==> config.mk <==
export PLATFORM = sky130hd
export DESIGN_NAME = iter_shift_unit
export DESIGN_NICKNAME = d
export VERILOG_FILES = /design/src/rtl/shift_pkg.sv /design/src/rtl/shift_step.sv /design/src/rtl/iter_shift_unit.sv
export SDC_FILE = /design/constraint.sdc
export NUM_CORES = 1
export LEC_CHECK = 0
export BUFFER_PORTS_ARGS = -buffer_cell sky130_fd_sc_hd__buf_2
export CAP_MARGIN = 25
export CORE_ASPECT_RATIO = 1.75
export CORE_MARGIN = 4
export CORE_UTILIZATION = 57
export CTS_CLUSTER_SIZE = 20
export DETAILED_ROUTE_END_ITERATION = 7
export GPL_TIMING_DRIVEN = 0
export PLACE_DENSITY = 0.82
export REMOVE_ABC_BUFFERS = 1
export SKIP_LAST_GASP = 1
export SYNTH_ARGS = -nofsm -noshare
export SYNTH_HDL_FRONTEND = slang
export SYNTH_SLANG_ARGS = --single-unit
==> constraint.sdc <==
create_clock -name clk -period 4.29 [get_ports clk]
set_input_delay 0.6435 -clock clk [delete_from_list [all_inputs] [get_ports clk]]
set_output_delay 0.6435 -clock clk [all_outputs]
set_load 0.005 [all_outputs]
==> src/rtl/shift_pkg.sv <==
// Shared encodings for the iterative shift unit: op codes, FSM states and
// the default position of the immediate shamt field.
package shift_pkg;

    typedef enum logic [1:0] {
        OP_SLL = 2'b00,
        OP_SRL = 2'b01,
        OP_SRA = 2'b10,
        OP_ROR = 2'b11
    } op_e;

    typedef enum logic [1:0] {
        ST_IDLE = 2'b00,
        ST_BUSY = 2'b01,
        ST_DONE = 2'b10
    } state_e;

    localparam int SHAMT_LSB_DEFAULT = 6;

endpackage

==> src/rtl/shift_step.sv <==
// Combinational single-step shifter: moves data by up to one step amount,
// using the supplied fill bit for arithmetic right shifts.
module shift_step
    import shift_pkg::*;
#(
    parameter int XLEN   = 32,
    parameter int STEP_W = 6
) (
    input  logic [XLEN-1:0]   data,
    input  op_e               op,
    input  logic [STEP_W-1:0] step,
    input  logic              fill,
    output logic [XLEN-1:0]   shifted
);

    // A shift by XLEN evaluates to zero, so ROR with step=0 returns data unchanged.
    always_comb begin
        shifted = data;
        case (op)
            OP_SLL:  shifted = data << step;
            OP_SRL:  shifted = data >> step;
            OP_SRA:  shifted = (data >> step) | (fill ? ~({XLEN{1'b1}} >> step) : '0);
            OP_ROR:  shifted = (data >> step) | (data << (XLEN - int'(step)));
            default: shifted = data;
        endcase
    end

endmodule

==> src/rtl/iter_shift_unit.sv <==
// Multi-cycle SLL/SRL/SRA unit shifting at most MAX_STEP bits per cycle.
// Define ITER_SHIFT_ROTATE_EN to make op=11 a rotate-right; otherwise op=11 passes rs1 through.
module iter_shift_unit
    import shift_pkg::*;
#(
    parameter int XLEN      = 32,
    parameter int SHAMT_W   = 5,
    parameter int SHAMT_LSB = SHAMT_LSB_DEFAULT,
    parameter int MAX_STEP  = 8
) (
    input  logic            clk,
    input  logic            rst_n,
    input  logic            in_valid,
    output logic            in_ready,
    input  logic [1:0]      op,
    input  logic            use_imm,
    input  logic [31:0]     instr,
    input  logic [XLEN-1:0] rs1,
    input  logic [XLEN-1:0] rs2,
    input  logic            flush,
    output logic            out_valid,
    input  logic            out_ready,
    output logic [XLEN-1:0] result,
    output logic            busy
);

`ifdef ITER_SHIFT_ROTATE_EN
    localparam bit ROT_EN = 1'b1;
`else
    localparam bit ROT_EN = 1'b0;
`endif

    localparam logic [SHAMT_W:0] MAX_STEP_V = (SHAMT_W+1)'(MAX_STEP);

    state_e             state;
    op_e                op_q;
    logic [XLEN-1:0]    data_q;
    logic [SHAMT_W-1:0] rem_q;
    logic               fill_q;

    logic [SHAMT_W-1:0] shamt;
    logic [SHAMT_W:0]   rem_ext;
    logic [SHAMT_W:0]   step_amt;
    logic [XLEN-1:0]    step_out;
    logic               unused_bits;

    assign shamt       = use_imm ? instr[SHAMT_LSB +: SHAMT_W] : rs2[SHAMT_W-1:0];
    assign rem_ext     = {1'b0, rem_q};
    assign step_amt    = (rem_ext < MAX_STEP_V) ? rem_ext : MAX_STEP_V;
    assign unused_bits = ^{instr, rs2};

    assign in_ready  = (state == ST_IDLE);
    assign out_valid = (state == ST_DONE);
    assign busy      = (state != ST_IDLE);
    assign result    = data_q;

    shift_step #(
        .XLEN   (XLEN),
        .STEP_W (SHAMT_W + 1)
    ) u_step (
        .data    (data_q),
        .op      (op_q),
        .step    (step_amt),
        .fill    (fill_q),
        .shifted (step_out)
    );

    // The sign bit is captured at accept so SRA keeps replicating it across every step.
    always_ff @(posedge clk or negedge rst_n) begin
        if (!rst_n) begin
            state  <= ST_IDLE;
            op_q   <= OP_SLL;
            data_q <= '0;
            rem_q  <= '0;
            fill_q <= 1'b0;
        end else if (flush) begin
            state <= ST_IDLE;
            op_q  <= OP_SLL;
            rem_q <= '0;
        end else begin
            case (state)
                ST_IDLE: begin
                    if (in_valid) begin
                        data_q <= rs1;
                        op_q   <= op_e'(op);
                        fill_q <= rs1[XLEN-1];
                        if (op_e'(op) == OP_ROR && !ROT_EN) begin
                            rem_q <= '0;
                            state <= ST_DONE;
                        end else begin
                            rem_q <= shamt;
                            state <= (shamt != '0) ? ST_BUSY : ST_DONE;
                        end
                    end
                end
                ST_BUSY: begin
                    data_q <= step_out;
                    rem_q  <= rem_q - step_amt[SHAMT_W-1:0];
                    if (rem_ext <= MAX_STEP_V) state <= ST_DONE;
                end
                ST_DONE: begin
                    if (out_ready) state <= ST_IDLE;
                end
                default: state <= ST_IDLE;
            endcase
        end
    end

endmodule

# Yosys cells after proc, flatten, opt, wreduce, memory -nomap -nowiden
# Cells that the tools add are included.
# W data, S select, Z words.
# classes
muxes	20
n_eq_ne	10
bitwise	4
n_lt_le_gt_ge	2
addsub	2
shifts	4
reduce_logical	13
# ops
operator	count
$pmux W32 S4	1
$mux W32	2
$or A32 B32 Y32	2
$pmux W32 S2	1
$not A32 Y32	1
$shl A32 B32 Y32	1
$shl A32 B5 Y32	1
$shr A32 B5 Y32	1
$shr A32 B5 Y32 const A	1
$mux W5	5
$mux W2	9
$pmux W5 S2	1
$reduce_and A3 Y1	3
$eq A2 B2 Y1 const B	4
$reduce_bool A2 Y1	4
$sub A6 B5 Y7 const A	1
$ne A3 B2 Y1 const B	2
$pmux W2 S3	1
$le A5 B4 Y1 const B	1
$lt A5 B4 Y1 const B	1
$reduce_bool A5 Y1	1
$sub A5 B5 Y5	1
$eq A2 B1 Y1 const B	2
$logic_not A2 Y1	2
other kinds (5)	6
# totals
register_bits	42
elab_cells	60
in_bits	104
out_inout_bits	35

# Depth between registers and ports, before layout
# Gate-level depths: netlist of run 1.
# logic_depth
depth_word	8
ltp_mapped	16
ltp_nobuf	11

# Cells and area by module
# From an unflattened synthesis of run 1, not the netlist that was laid out.
# unflattened
cells_unflattened	1108
area_unflattened_um2	8882.3
# modules_own_cells
mod	cells_per_inst	n_inst	seq_area_each_um2	area_each_um2
shift_step	849	1	0.0	6700.2
iter_shift_unit	259	1	1051.0	2182.1

# Worst setup path before layout of run 1
# No wires, ideal clock.
# synth_timing
path_type	reg-to-reg
from	register rem_q[4]
to	register data_q[29], in the netlist result[29]
setup_time_ns	0.120
required_time_ns	4.170
n_path_buf	7
synth_period_minus_slack_ns	3.534
arrival_ns	3.413
path_stages_with_launch	15
path_slack_ns	0.756
path_cell_list	dfrtp_1 -> buf_6 -> nor3b_2 -> buf_6 -> inv_6 -> buf_2 -> buf_6 -> buf_2 -> ha_1 -> buf_2 -> clkbuf_1 -> mux4_2 -> a221oi_1 -> o21ai_0 -> a31o_2
# synth_between
elab_chain_len	8
elab_cells_between_ends	13
classes_between	1 x add/sub; 1 x order compare; 4 x shift; 4 x mux; 3 x bitwise
# synth_lines
item	line_no	text
from (decl)	iter_shift_unit.sv:38	logic [SHAMT_W-1:0] rem_q;
from (signal assigned)	iter_shift_unit.sv:91	rem_q <= shamt;
from (signal assigned)	iter_shift_unit.sv:98	rem_q <= rem_q - step_amt[SHAMT_W-1:0];
$lt A5 B4 Y1	iter_shift_unit.sv:49	assign step_amt = (rem_ext < MAX_STEP_V) ? rem_ext : MAX_STEP_V;
$mux W5 *	iter_shift_unit.sv:49	
branches (longest 4 deep; another with $sub A6 B5 Y7)	-	
$pmux W32 S4 *	shift_step.sv:19	case (op)
$pmux W32 S2 *	iter_shift_unit.sv:81	case (state)
to (signal assigned)	iter_shift_unit.sv:84	data_q <= rs1;
to (signal assigned)	iter_shift_unit.sv:97	data_q <= step_out;
to (decl)	iter_shift_unit.sv:37	logic [XLEN-1:0] data_q;
# Mark *: on every way between the ends.
# A chain may end at the register's enable or synchronous reset.

# Worst setup path in the final report of run 1
# layout_timing
from	register rem_q[1]
to	register data_q[12], in the netlist result[12]
# The elaborated chain is that of the path after synthesis.

==> results of run 1 <==
## logic make-up after synthesis
group,Yosys count,share of synthesized area (%)
XOR/XNOR,1,0.1339
other,1,0.05732
buffers and inverters,128,8.740
multiplexers,88,17.40
AO/OA/AOI/OAI,318,34.06
AND/OR/NAND/NOR,316,22.78
flip-flops,42,16.06
adder cells (fa/ha/maj),4,0.7650
## how the worst max path moves through the flow
| stage | end | cells after the start | startpoint | slack, ns |
|---|---|---|---|---|
| final | result[12] | 8 | rem_q[1] | 0.12 |
| after CTS | result[12] | 11 | rem_q[0] | 0.16 |
| after global placement | result[12] | 8 | rem_q[0] | -4.14 |
| after global routing | result[14] | 13 | rem_q[4] | 0.04 |
| after floorplan | result[12] | 8 | rem_q[0] | -1.82 |
| after detailed placement | result[12] | 11 | rem_q[0] | -0.70 |
## cell usage after synthesis (all sizes together), types with 14 or more instances
cell,number
clkbuf,70
o221ai,17
dfrtp,42
nand3,18
mux2i,53
a21oi,59
nand2b,14
a211oi,22
inv,15
mux4,19
a221oi,16
mux2,16
o22ai,22
nor2,94
o21ai,50
o211ai,19
buf,43
a31oi,17
nor3,30
nand2,100
## stage by stage
step           utilization, %  total power, mW  setup TNS [ns]
3_5_place_dp            61.86            2.849          -10.31
2_1_floorplan               -            2.047          -40.56
5_1_grt                 64.07            3.600               0
3_3_place_gp            59.26            2.785         -112.43
6_report                64.07            3.484               0
4_1_cts                 63.84            3.326               0
## registers in the layout (all words and copies together), names as in the netlist
signal  count
result     32
rem_q       5
op_q        2
fill_q      1
state       2
## power by group through the flow
stage / registers, mW / logic [mW] / clock network (mW)
2_1_floorplan: 0.756 / 1.29 / 0
3_3_place_gp: 0.933 / 1.85 / 0
3_5_place_dp: 0.926 / 1.92 / 0
4_1_cts: 0.917 / 1.95 / 0.460
5_1_grt: 0.951 / 2.17 / 0.478
6_report: 0.957 / 2.06 / 0.468
## final cells by class
cell class                 count  share of cell area, %
inverter                      15                 0.9269
sequential                    42                  14.81
tap                          132                  2.308
multi-input combinational    729                  69.57
clock inverter                 3                 0.5596
clock buffer                   5                  1.749
timing repair buffer         102                  10.07
## critical path, stage by stage (launching register included)
cell	delay, ns
dfrtp_2	0.83
nor3b_4	0.80
inv_1	0.12
ha_2	0.81
mux4_2	0.43
and2_1	0.18
a211oi_2	0.36
o2111ai_1	0.16
a221o_1	0.34
## timing repair
item,CTS,global route
endpoints found under the setup margin,22,2
cloned,1,0
pin swaps,1,0
setup buffers,2,1
gates resized for setup,7,1
## per-layer routing
| metal | vias to the layer above | routed length (um) | GRT usage [%] |
|---|---|---|---|
| li1 | 3411 | - | - |
| met1 | 3782 | 9922 | 54.75 |
| met2 | 809 | 12960 | 66.29 |
| met3 | 283 | 4023 | 13.50 |
| met4 | 0 | 3253 | 33.61 |
| met5 | - | 0 | 0 |
==> results.yml, run 1 <==
synth:
  synth.top_cell.area_share_pct: 16.06
  ys.warnings.count: 0
  ys.flop_type: "dfrtp_1"
  ys_seq_elements: 42
  synthArstFlopShare_pct: 100.0
  syn_inst: 898
  synth_area_leaders: "dfrtp_1 (16%), mux2i_1 (8.1%), mux4_2 (6.5%), nand2_1 (5.7%), nor2_1 (5.2%)"
  yosysSeqAreaShare_pct: 16.06
  synth_area_um2: 6543
  synth_edf_count: 0
  ys_types: 83
  syn_avg_cell_area_um2: 7.286
  synth_top_cell_by_area: "dfrtp_1"
floorplanning:
  die_y_um: 149.7
  start_util_pct: 58.59
  dieArea_um2: 13320
  design.core.area_um2: 11170
  io_pins: 139
  rows: 51
  die-width_um: 88.99
clocking:
  htree_levels: 2
  ctsHoldBuffers: 0
  cts.sinks: 42
  clk_latency_ns: 0.31
  cts_buffers: 5
  cts_tree: "done"
  clockBufferDepth: 2
  path_clk_slew_ns: 0.07
  cts-root-buf: "clkbuf_16"
timing:
  period_share_pct: 97.18
  grt_setup_unrepaired: "no"
  worst_hold_slack_ns: 0.3308
  fin_crit_ns: 4.169
  maxSlewViolCount: 0
  hold_violations: 0
  slew_headroom_pct: 28.02
  max_freq_mhz: 239.9
  worstMarginPinSlew_ns: 1.080
  setup_viol: 0
  worst_clock_skew_ns: 0.009603
  post-route-worst-setup-slack_ns: 0.1211
global_route:
  grt_pass1_wl_mm: 45.34
  grt_max_degree: 52
  grt_pass1_vias: 7869
  antenna_found_initial: 0
  track_usage_pct: 45.25
  grt_overflow: 0
routing:
  vias_per_cell: 8.059
  drc: 0
  drtPass1Iterations: 7
  wl_per_cell_um: 29.34
  vias: 8285
  drtAntennaViolNets: 0
  drtIter0Drc: 1223
  drt-total-wl_mm: 30.16
job:
  maxCapViolations: 0
finish:
  layout-drive-gt1-share_pct: 21.09
  layout_commonest_cell: "nand2_1"
  seq_area_um2: 1060
  diodes: 0
  multi_input_area_um2: 4977
  syn2layout_area_growth_pct: 9.352
  final_cells: 1028
  fillers: 1043
  fin_area_um2: 7154
  layout_common_cells: "nand2_1 (99), nor2_1 (90), buf_2 (84), a21oi_1 (59), mux2i_1 (53)"
  final_nets: 1003
power_and_ir_drop:
  combPwrFrac_pct: 59.1
  p_clk_share_pct: 13.4
  ir_worst_vdd_mv: 0.3711
  power_density_nw_per_um2: 486.9
  seqPwrFrac_pct: 27.5
  p_switching_mw: 1.856
  p_int_mw: 1.628
  total_leakage_power_nw: 2.834
  switching_share_pct: 53.28
run_status:
  run_status: "finished, final reports clean"
setup_path:
  r2r_start: "rem_q[1]"
  critPathRequiredTime_ns: 4.48
  start_kind: "flip-flop"
  worstReg2RegEnd: "result[12]"
  arrival_ns: 4.36
  endpoint_kind: "flip-flop"
  crit_path_max_fanout: 36
  reg2regPathDepth: 8
  r2r_slack_ns: 0.12
  critical_path_class: "reg2reg"
worst_hold_path:
  hold_class: "in2async"
placement:
  dp.final_hpwl_mm: 20.08
  placed_area_um2: 6908
  place_ws_ns: -0.6995
  numPortBuffers: 84
  dp.cells: 1015
  gp_congestion: 1.048
No activity file was read; power rests on OpenSTA's default activity.
==> run 2: changes to the inputs <==
- CORE_UTILIZATION: 57 -> 55
- PLACE_DENSITY: 0.82 -> 0.79
==> run 2 against run 1 <==
Net effect:
- combinational power barely moved
- utilization fell by 2.1 points
- clock skew fell by 0.0020 ns
- wire length fell by 1.2%
- global-route usage fell by 2.9 points
- hold slack got worse by 0.019 ns
- sequential power barely moved
- non-clock buffer count did not move
- worst setup slack improved by 0.085 ns
- count of clock-buffer cells in the layout did not move
- maximum frequency rose by 2.1%
- final cell count rose by 0.19%
- largest cell class unchanged
- largest power group unchanged
==> results.yml, run 2 (synthesis results as in run 1) <==
setup_path:
  crit_path_max_fanout: 51
  arrival_ns: 4.24
  critPathRequiredTime_ns: 4.45
  path_cells: "nor3b_4, buf_8, buf_8, buf_16, inv_8, ha_1, buf_16, mux2_2, mux2i_1, or2_2, a21oi_1, a2111oi_2, o21ai_0"
  r2r_slack_ns: 0.21
  reg2regPathDepth: 13
  critical_path_class: "reg2reg"
  cpPeakStageDelay_ns: 0.62
  path_depth: 13
  slowest_stage: "dfrtp_4"
  crit_family: "buffers and inverters"
  start_kind: "flip-flop"
  endpoint_kind: "flip-flop"
  crit_buf_inv: 5
timing:
  fin_crit_ns: 4.084
  worstMarginPinSlew_ns: 1.104
  period_share_pct: 95.19
  setup_tns_ns: 0
  hold_violations: 0
  maxSlewViolCount: 0
  max_freq_mhz: 244.9
  grt_setup_unrepaired: "no"
  setup_viol: 0
  worst_clock_skew_ns: 0.007564
  post-route-worst-setup-slack_ns: 0.2063
  slew_headroom_pct: 26.40
  worst_hold_slack_ns: 0.3114
worst_hold_path:
  hold_class: "in2async"
global_route:
  track_usage_pct: 42.31
  grt_pass1_vias: 7767
  antenna_found_initial: 0
  grt_max_degree: 52
  grt_pass1_wl_mm: 45.85
  grt_overflow: 0
routing:
  wl_per_cell_um: 28.94
  drt-total-wl_mm: 29.81
  drc: 0
  drtAntennaViolNets: 0
  vias: 8179
  vias_per_cell: 7.941
  drtPass1Iterations: 8
  drtIter0Drc: 1458
power_and_ir_drop:
  ir_worst_vdd_mv: 0.4141
  total_leakage_power_nw: 2.823
  power_density_nw_per_um2: 487.1
  power_mw: 3.498
floorplanning:
  die_y_um: 152.3
  rows: 52
  io_pins: 139
  dieArea_um2: 13770
  die-width_um: 90.45
  design.core.area_um2: 11580
  start_util_pct: 56.49
finish:
  final_nets: 1002
  syn2layout_area_growth_pct: 9.753
  diodes: 0
  final_cells: 1030
  layout-drive-gt1-share_pct: 21.12
  fillers: 1100
  layout_common_cells: "nand2_1 (99), nor2_1 (90), buf_2 (84), a21oi_1 (59), mux2i_1 (53)"
  largest_reg_flops: 32
  layout_commonest_cell: "nand2_1"
clocking:
  cts.sinks: 42
  path_clk_slew_ns: 0.08
  htree_levels: 2
  cts_buffers: 5
  cts_tree: "done"
  ctsHoldBuffers: 0
  clk_latency_ns: 0.30
  cts-root-buf: "clkbuf_16"
  clockBufferDepth: 2
placement:
  dp.final_hpwl_mm: 19.61
  gp_congestion: 1.082
  numPortBuffers: 84
  dp.cells: 1019
  place_ws_ns: -0.4290
job:
  maxCapViolations: 0
run_status:
  run_status: "finished, final reports clean"
run 2: power by group:
group	switching (mW)	total (mW)	internal [mW]
sequential	0.466	0.958	0.492
combinational	1.19	2.06	0.872
clock	0.202	0.478	0.276
run 2: cell type report:
type	count	area, um2	share of cell area [%]
Tap cell	135	168.9	2.352
Clock buffer	5	125.1	1.742
Clock inverter	3	45.04	0.6273
Sequential cell	42	1065	14.83
Timing Repair Buffer	102	716.9	9.984
Multi-Input combinational cell	728	4992	69.52
Inverter	15	67.56	0.9409
run 2: metal layers:
| metal | share of wire (%) | GRT usage, % | up-vias |
|---|---|---|---|
| li1 | - | - | 3396 |
| met1 | 32 | 50.45 | 3686 |
| met2 | 45 | 66.05 | 822 |
| met3 | 13 | 9.733 | 275 |
| met4 | 10 | 31.19 | 0 |
| met5 | 0 | 0 | - |
run 2: repair_timing:
action                     4_1_cts  5_1_grt
setup endpoints to repair       14       10
pin swaps                        0        0
gates resized for setup          5        8
setup buffers                    1        1
hold endpoints to repair         0        0
run 2: path summary, 6_finish.rpt:
check | from | to
worst min-delay path | rst_n | result[21]
min in group clk | fill_q | fill_q
worst min register to register | fill_q | fill_q
max in group asynchronous | rst_n | rem_q[0]
worst max-delay path | rem_q[4] | result[22]
worst max register to register | rem_q[4] | result[22]
run 2: stage by stage:
| stage | util (%) | cell area, um2 |
|---|---|---|
| CTS | 61.42 | 7113 |
| global placement | 57.17 | 6621 |
| finish | 62.00 | 7181 |
| detailed placement | 59.75 | 6919 |
| floorplan | - | 6032 |
| global route | 62.00 | 7181 |
